==> config.mk <==
export PLATFORM = sky130hd
export DESIGN_NAME = exception_ctrl
export DESIGN_NICKNAME = d
export VERILOG_FILES = /design/src/rtl/exception_ctrl_pkg.sv /design/src/rtl/exception_ctrl_exc_priority_enc.sv /design/src/rtl/exception_ctrl.sv
export SDC_FILE = /design/constraint.sdc
export NUM_CORES = 1
export LEC_CHECK = 0
export ABC_AREA = 1
export CAP_MARGIN = 15
export CORE_AREA = 2 2 152 154
export CTS_BUF_LIST = sky130_fd_sc_hd__clkbuf_4 sky130_fd_sc_hd__clkbuf_8
export CTS_CLUSTER_SIZE = 12
export DETAILED_ROUTE_END_ITERATION = 10
export DIE_AREA = 0 0 154 156
export SYNTH_ARGS = -nofsm -noshare
export SYNTH_HDL_FRONTEND = slang
export SYNTH_SLANG_ARGS = --single-unit
==> constraint.sdc <==
create_clock -name clk -period 4.23 [get_ports clk]
set_input_delay 0.846 -clock clk [delete_from_list [all_inputs] [get_ports clk]]
set_output_delay 0.846 -clock clk [all_outputs]
set_load 0.01 [all_outputs]
==> src/rtl/exception_ctrl_pkg.sv <==
// rtl/exception_ctrl_pkg.sv - shared exception codes, CP0 addresses and flag positions
package exception_ctrl_pkg;

  localparam int FLAG_W = 10;

  localparam int FLG_ADEL_IF   = 0;
  localparam int FLG_RI        = 1;
  localparam int FLG_SYSCALL   = 2;
  localparam int FLG_BRK       = 3;
  localparam int FLG_OV        = 4;
  localparam int FLG_ADEL_MEM  = 5;
  localparam int FLG_ADES      = 6;
  localparam int FLG_TLBMISS_L = 7;
  localparam int FLG_TLBMISS_S = 8;
  localparam int FLG_ERET      = 9;

  localparam logic [4:0] EXC_NONE = 5'h00;
  localparam logic [4:0] EXC_INT  = 5'h01;
  localparam logic [4:0] EXC_ADEL = 5'h04;
  localparam logic [4:0] EXC_ADES = 5'h05;
  localparam logic [4:0] EXC_SYS  = 5'h08;
  localparam logic [4:0] EXC_BP   = 5'h09;
  localparam logic [4:0] EXC_RI   = 5'h0a;
  localparam logic [4:0] EXC_OV   = 5'h0c;
  localparam logic [4:0] EXC_ERET = 5'h0e;

  localparam logic [4:0] CP0_STATUS = 5'd12;
  localparam logic [4:0] CP0_CAUSE  = 5'd13;
  localparam logic [4:0] CP0_EPC    = 5'd14;
  localparam logic [4:0] CP0_EBASE  = 5'd15;

  localparam logic [31:0] VEC_OFFSET = 32'h0000_0180;

  typedef enum logic [1:0] {BVA_NONE, BVA_PC, BVA_DATA} bva_sel_e;

  typedef struct packed {
    logic       valid;
    logic [4:0] code;
    logic       tlbmiss;
    logic       load;
    logic       is_eret;
    logic       is_int;
    bva_sel_e   bva_sel;
  } exc_dec_t;

  typedef enum logic {ST_IDLE, ST_SHADOW} state_e;

endpackage

==> src/rtl/exception_ctrl_exc_priority_enc.sv <==
// rtl/exception_ctrl_exc_priority_enc.sv - picks the single highest-priority exception source
module exc_priority_enc
  import exception_ctrl_pkg::*;
(
  input  logic              int_i,
  input  logic [FLAG_W-1:0] flags_i,
  output exc_dec_t          dec_o
);

  always_comb begin
    dec_o         = '0;
    dec_o.bva_sel = BVA_NONE;
    dec_o.valid   = 1'b1;
    if (int_i) begin
      dec_o.code   = EXC_INT;
      dec_o.is_int = 1'b1;
    end else if (flags_i[FLG_ADEL_IF]) begin
      dec_o.code    = EXC_ADEL;
      dec_o.bva_sel = BVA_PC;
    end else if (flags_i[FLG_RI]) begin
      dec_o.code = EXC_RI;
    end else if (flags_i[FLG_SYSCALL]) begin
      dec_o.code = EXC_SYS;
    end else if (flags_i[FLG_BRK]) begin
      dec_o.code = EXC_BP;
    end else if (flags_i[FLG_OV]) begin
      dec_o.code = EXC_OV;
    end else if (flags_i[FLG_ADEL_MEM]) begin
      dec_o.code    = EXC_ADEL;
      dec_o.bva_sel = BVA_DATA;
    end else if (flags_i[FLG_ADES]) begin
      dec_o.code    = EXC_ADES;
      dec_o.bva_sel = BVA_DATA;
    end else if (flags_i[FLG_TLBMISS_L] || flags_i[FLG_TLBMISS_S]) begin
      // TLB refill is signalled by its own flag; the CP0 code stays zero
      dec_o.code    = EXC_NONE;
      dec_o.tlbmiss = 1'b1;
      dec_o.load    = flags_i[FLG_TLBMISS_L];
      dec_o.bva_sel = BVA_DATA;
    end else if (flags_i[FLG_ERET]) begin
      dec_o.code    = EXC_ERET;
      dec_o.is_eret = 1'b1;
    end else begin
      dec_o.valid = 1'b0;
    end
  end

endmodule

==> src/rtl/exception_ctrl.sv <==
// rtl/exception_ctrl.sv - MEM-stage exception arbiter, CP0 port driver and redirect unit
module exception_ctrl
  import exception_ctrl_pkg::*;
#(
  parameter int SHADOW_CYCLES = 1
) (
  input  logic              clk,
  input  logic              rst,
  input  logic              mem_valid_i,
  input  logic              stall_i,
  input  logic [31:0]       mem_pc_i,
  input  logic              mem_in_delay_slot_i,
  input  logic [31:0]       mem_badvaddr_i,
  input  logic [FLAG_W-1:0] exc_flags_i,
  input  logic [31:0]       cp0_status_i,
  input  logic [31:0]       cp0_cause_i,
  input  logic [31:0]       cp0_epc_i,
  input  logic [31:0]       cp0_ebase_i,
  input  logic              wb_cp0_we_i,
  input  logic [4:0]        wb_cp0_addr_i,
  input  logic [31:0]       wb_cp0_data_i,
  output logic [31:0]       exc_type_o,
  output logic [31:0]       exc_addr_o,
  output logic              in_delay_slot_o,
  output logic [31:0]       badvaddr_o,
  output logic              tlbmiss_o,
  output logic              load_o,
  output logic              flush_o,
  output logic [31:0]       new_pc_o,
  output logic [15:0]       exc_count_o
);

  localparam logic [2:0] SHADOW_LAST = 3'(SHADOW_CYCLES - 1);

  state_e      r_state;
  logic [2:0]  r_shadow_cnt;
  logic        r_int_pend;
  logic [15:0] r_exc_count;

  logic [31:0] w_status, w_cause, w_epc, w_ebase;
  logic        w_int_req, w_can_report, w_report;
  exc_dec_t    w_dec;

  // Forward an mtc0 still sitting in WB so the decision uses the value CP0 is about to hold
  assign w_status = (wb_cp0_we_i && wb_cp0_addr_i == CP0_STATUS) ? wb_cp0_data_i : cp0_status_i;
  assign w_epc    = (wb_cp0_we_i && wb_cp0_addr_i == CP0_EPC)    ? wb_cp0_data_i : cp0_epc_i;
  assign w_ebase  = (wb_cp0_we_i && wb_cp0_addr_i == CP0_EBASE)  ? wb_cp0_data_i : cp0_ebase_i;
  assign w_cause  = (wb_cp0_we_i && wb_cp0_addr_i == CP0_CAUSE)
                  ? {cp0_cause_i[31:10], wb_cp0_data_i[9:8], cp0_cause_i[7:0]} : cp0_cause_i;

  assign w_int_req    = w_status[0] & ~w_status[1] & |(w_cause[15:8] & w_status[15:8]);
  assign w_can_report = (r_state == ST_IDLE) && mem_valid_i && !stall_i;
  assign w_report     = w_can_report && w_dec.valid && !rst;

  exc_priority_enc u_enc (
    .int_i   (w_int_req | r_int_pend),
    .flags_i (exc_flags_i),
    .dec_o   (w_dec)
  );

  always_ff @(posedge clk) begin
    if (rst) begin
      r_state      <= ST_IDLE;
      r_shadow_cnt <= '0;
      r_int_pend   <= 1'b0;
      r_exc_count  <= '0;
    end else begin
      case (r_state)
        ST_IDLE: begin
          if (w_report) begin
            r_state      <= ST_SHADOW;
            r_shadow_cnt <= '0;
          end
        end
        ST_SHADOW: begin
          if (r_shadow_cnt == SHADOW_LAST) begin
            r_state      <= ST_IDLE;
            r_shadow_cnt <= '0;
          end else begin
            r_shadow_cnt <= r_shadow_cnt + 3'd1;
          end
        end
        default: r_state <= ST_IDLE;
      endcase

      if ((w_report && w_dec.is_int) || !w_status[0] || w_status[1])
        r_int_pend <= 1'b0;
      else if (w_int_req && !w_can_report)
        r_int_pend <= 1'b1;

      if (w_report && !w_dec.is_eret && r_exc_count != 16'hFFFF)
        r_exc_count <= r_exc_count + 16'd1;
    end
  end

  always_comb begin
    exc_type_o      = '0;
    exc_addr_o      = '0;
    in_delay_slot_o = 1'b0;
    badvaddr_o      = '0;
    tlbmiss_o       = 1'b0;
    load_o          = 1'b0;
    flush_o         = 1'b0;
    new_pc_o        = '0;
    if (w_report) begin
      exc_type_o      = {27'd0, w_dec.code};
      exc_addr_o      = mem_pc_i;
      in_delay_slot_o = mem_in_delay_slot_i;
      tlbmiss_o       = w_dec.tlbmiss;
      load_o          = w_dec.load;
      flush_o         = 1'b1;
      case (w_dec.bva_sel)
        BVA_PC:   badvaddr_o = mem_pc_i;
        BVA_DATA: badvaddr_o = mem_badvaddr_i;
        default:  badvaddr_o = '0;
      endcase
      if (w_dec.is_eret)
        new_pc_o = w_epc;
      else if (w_dec.tlbmiss && !w_status[1])
        new_pc_o = w_ebase;
      else
        new_pc_o = w_ebase + VEC_OFFSET;
    end
  end

  assign exc_count_o = rst ? 16'd0 : r_exc_count;

endmodule

==> results.cfg <==
[synth]
syn-instance-count = 1054
synthesis.yosys.warnings = 0
synth_seq_area_share = 0.0799
synth_cell_type_count = 37
synth-seq-cells = 21
mappedNetlistArea_mm2 = 0.00526
postSynthAreaPerCell_um2 = 4.99

[sta]
maxSlewHeadroom = 0.653
slew_viol_final = 0
final_min_period_over_clock_period = 0.964
grt_setup_unrepaired = true
fmax_mhz = 245
clock-skew-final_ps = 1.87
period_needed_ps = 4080
final_setup_violation_count = 0
tightestPinTransition_ps = 520
number_of_failing_hold_endpoints_at_the_final_stage = 0

[job]
maxCapViolCount = 0

[cts]
number_of_clock_buffers_inserted_by_tritoncts = 3
numClockSinks = 21
cts.clk_slew.worst_paths_ps = 80
cts_tree = yes
h-tree-depth = 1
cts-root-to-sink-buffers = 2
holdBufCountCts = 0
clk_root_buffer_cell = sky130_fd_sc_hd__clkbuf_8
clkLatencyLatePin_ps = 260

[status]
status = finished clean

[layout]
area.sequential_um2 = 420
mostFrequentLayoutCell = sky130_fd_sc_hd__nand2_1
final_cell_mix = 305 x sky130_fd_sc_hd__nand2_1, 235 x sky130_fd_sc_hd__clkdlybuf4s50_1, 157 x sky130_fd_sc_hd__nor2_1
finish.net_count = 1724
final_layout_size_suffix_gt1_frac = 0.194
fillerInstances = 2383
flow.area_growth_from_synthesis_pct = 92.2
fin_cells = 1758
multiInputGateArea_mm2 = 0.00418

[floorplan]
floorplan.die.width_um = 154
die_h_um = 156
fp-row-count = 55
io-pin-count = 393
placeableCoreArea_mm2 = 0.0224
fp.dieArea_mm2 = 0.0240
initial_utilization = 0.235

[power_and_ir_drop]
clkPwrFrac = 0.137
internal_power_mw = 0.648
share_comb_of_total_power = 0.657
leakagePower_nw = 5.43
power_frac_seq = 0.206
power_per_cell_area_mw_per_mm2 = 102
total_power_mw = 1.03
switchingPower_mw = 0.382
net_switching_share_of_the_total_power = 0.371
power.ir.vdd_worst_mv = 0.147

[global_routing]
grt_max_degree = 57
grtUsageMet1 = 0.278
grt_max_usage_layer = met2
grt.met3_usage = 0.0244
initial_antenna_violation_count = 1
wire_length_of_the_first_global_routing_pass_um = 39000
grt_pass1_vias = 7277
total_track_usage = 0.199
grt.overflow.total = 0
grtUsageMet2 = 0.333

[route]
route.vias.total = 7819
dr.first_iter.drc_count = 578
drt.antenna.violating_nets = 0
drt_drc_violations_left = 0
drt_first_pass_iters = 5
wl_per_cell_um = 14.4
detail_route.wirelength_um = 25400
avgViaCountPerCell = 4.45

[min_path]
min-delay-path-class = reg2reg

[place]
gp_routability_congestion = 0.914
hpwl_um = 20100
place.port_buffers = 318
dp.cells = 1737

[setup_path]
cp_data_arrival_time_ps = 3230
crit_end_element = output port
crit_fanout = 8
critPathLaunchType = input port
critical_path_required_ps = 3380
critPathKind = in2out
area by class of cell:
class	count	share of cell area
sequential	21	0.0416
clock buffer	4	0.00482
tap	285	0.0352
multi-input combinational	819	0.413
timing repair buffer	464	0.444
inverter	164	0.0608
antenna	1	0.000247
cells by family after synthesis:
family	count (synthesis)	synth area share
flip-flops	21	0.0799
buffers and inverters	241	0.205
XOR/XNOR	14	0.0233
AO/OA/AOI/OAI	169	0.182
multiplexers	7	0.0140
adder cells (fa/ha/maj)	6	0.0143
other	1	0.000713
AND/OR/NAND/NOR	595	0.480
cells in the mapped netlist (all sizes together):
master / number / area [um^2]
nand2: 325 / 1260
nor2: 177 / 717
inv: 163 / 612
o21ai: 92 / 490
nand3: 65 / 355
buf: 54 / 379
a21oi: 44 / 220
a211oi: 32 / 240
clkbuf: 23 / 86.3
dfxtp: 21 / 420
xor2: 13 / 114
nor3: 12 / 80.1
nand4: 8 / 62.6
ha: 6 / 75.1
mux2i: 4 / 40.0
nor4: 4 / 25.0
mux2: 3 / 33.8
nand3b: 3 / 22.5
clkinv: 1 / 3.75
conb: 1 / 3.75
nor3b: 1 / 7.51
o211ai: 1 / 7.51
xnor2: 1 / 8.76
path summary, 6_finish.rpt:
path | startpoint | to | slack [ps] | cells after the start
max | wb_cp0_data_i[15] | badvaddr_o[15] | 150 | 17
min | r_state | r_shadow_cnt[1] | 500 | 2
max reg2reg | r_exc_count[0] | r_exc_count[12] | 1800 | 13
min reg2reg | r_state | r_shadow_cnt[1] | 500 | 2
through the flow:
step                TNS (ps)  setup slack, ps   util  hold slack (ps)  area, um^2
floorplan                  0              505      -              454        5360
global placement      -32650             -547  0.428              478        9580
detailed placement    -34520             -596  0.428              491        9580
CTS                        0             4.46  0.448              501       10000
global route           -34.6            -23.2  0.452              551       10100
finish                     0              152  0.452              503       10100
flip-flops by register name, indices dropped and copies added, names as in the netlist:
signal        flops
r_shadow_cnt      3
r_state           1
r_int_pend        1
r_exc_count      16
critical path, cell delays in order:
cell and delay, ps:
sky130_fd_sc_hd__clkdlybuf4s50_1 440, sky130_fd_sc_hd__inv_2 110, sky130_fd_sc_hd__nand3_1 90, sky130_fd_sc_hd__nand3_1 90, sky130_fd_sc_hd__nand2_1 50, sky130_fd_sc_hd__nor2_1 120, sky130_fd_sc_hd__nand2_2 110, sky130_fd_sc_hd__nand2_4 80
sky130_fd_sc_hd__nand2_4 70, sky130_fd_sc_hd__inv_2 70, sky130_fd_sc_hd__nand3_2 100, sky130_fd_sc_hd__inv_2 90, sky130_fd_sc_hd__ha_4 160, sky130_fd_sc_hd__buf_12 140, sky130_fd_sc_hd__nand2_1 80, sky130_fd_sc_hd__a211oi_2 270
sky130_fd_sc_hd__dlygate4sd2_1 310
timing repair:
action                     4_1_cts  5_1_grt
buffers inserted                 8        2
resized for setup              125      147
pin swaps                       20       16
cloned                           6        0
setup endpoints to repair      104       95
per-layer routing:
| metal | vias to the layer above | part of all wire |
|---|---|---|
| met3 | 31 | 0.059 |
| met2 | 264 | 0.47 |
| met4 | 0 | 0.018 |
| li1 | 4084 | - |
| met5 | - | 0 |
| met1 | 3440 | 0.46 |
power groups by stage:
stage | sequential, mW | combinational (mW) | clock, mW
after floorplan | 0.216 | 0.264 | 0
after global placement | 0.217 | 0.619 | 0
after detailed placement | 0.217 | 0.623 | 0
after CTS | 0.212 | 0.666 | 0.147
after global routing | 0.214 | 0.738 | 0.154
final | 0.212 | 0.676 | 0.141
Power figures use the tool's default switching activity.
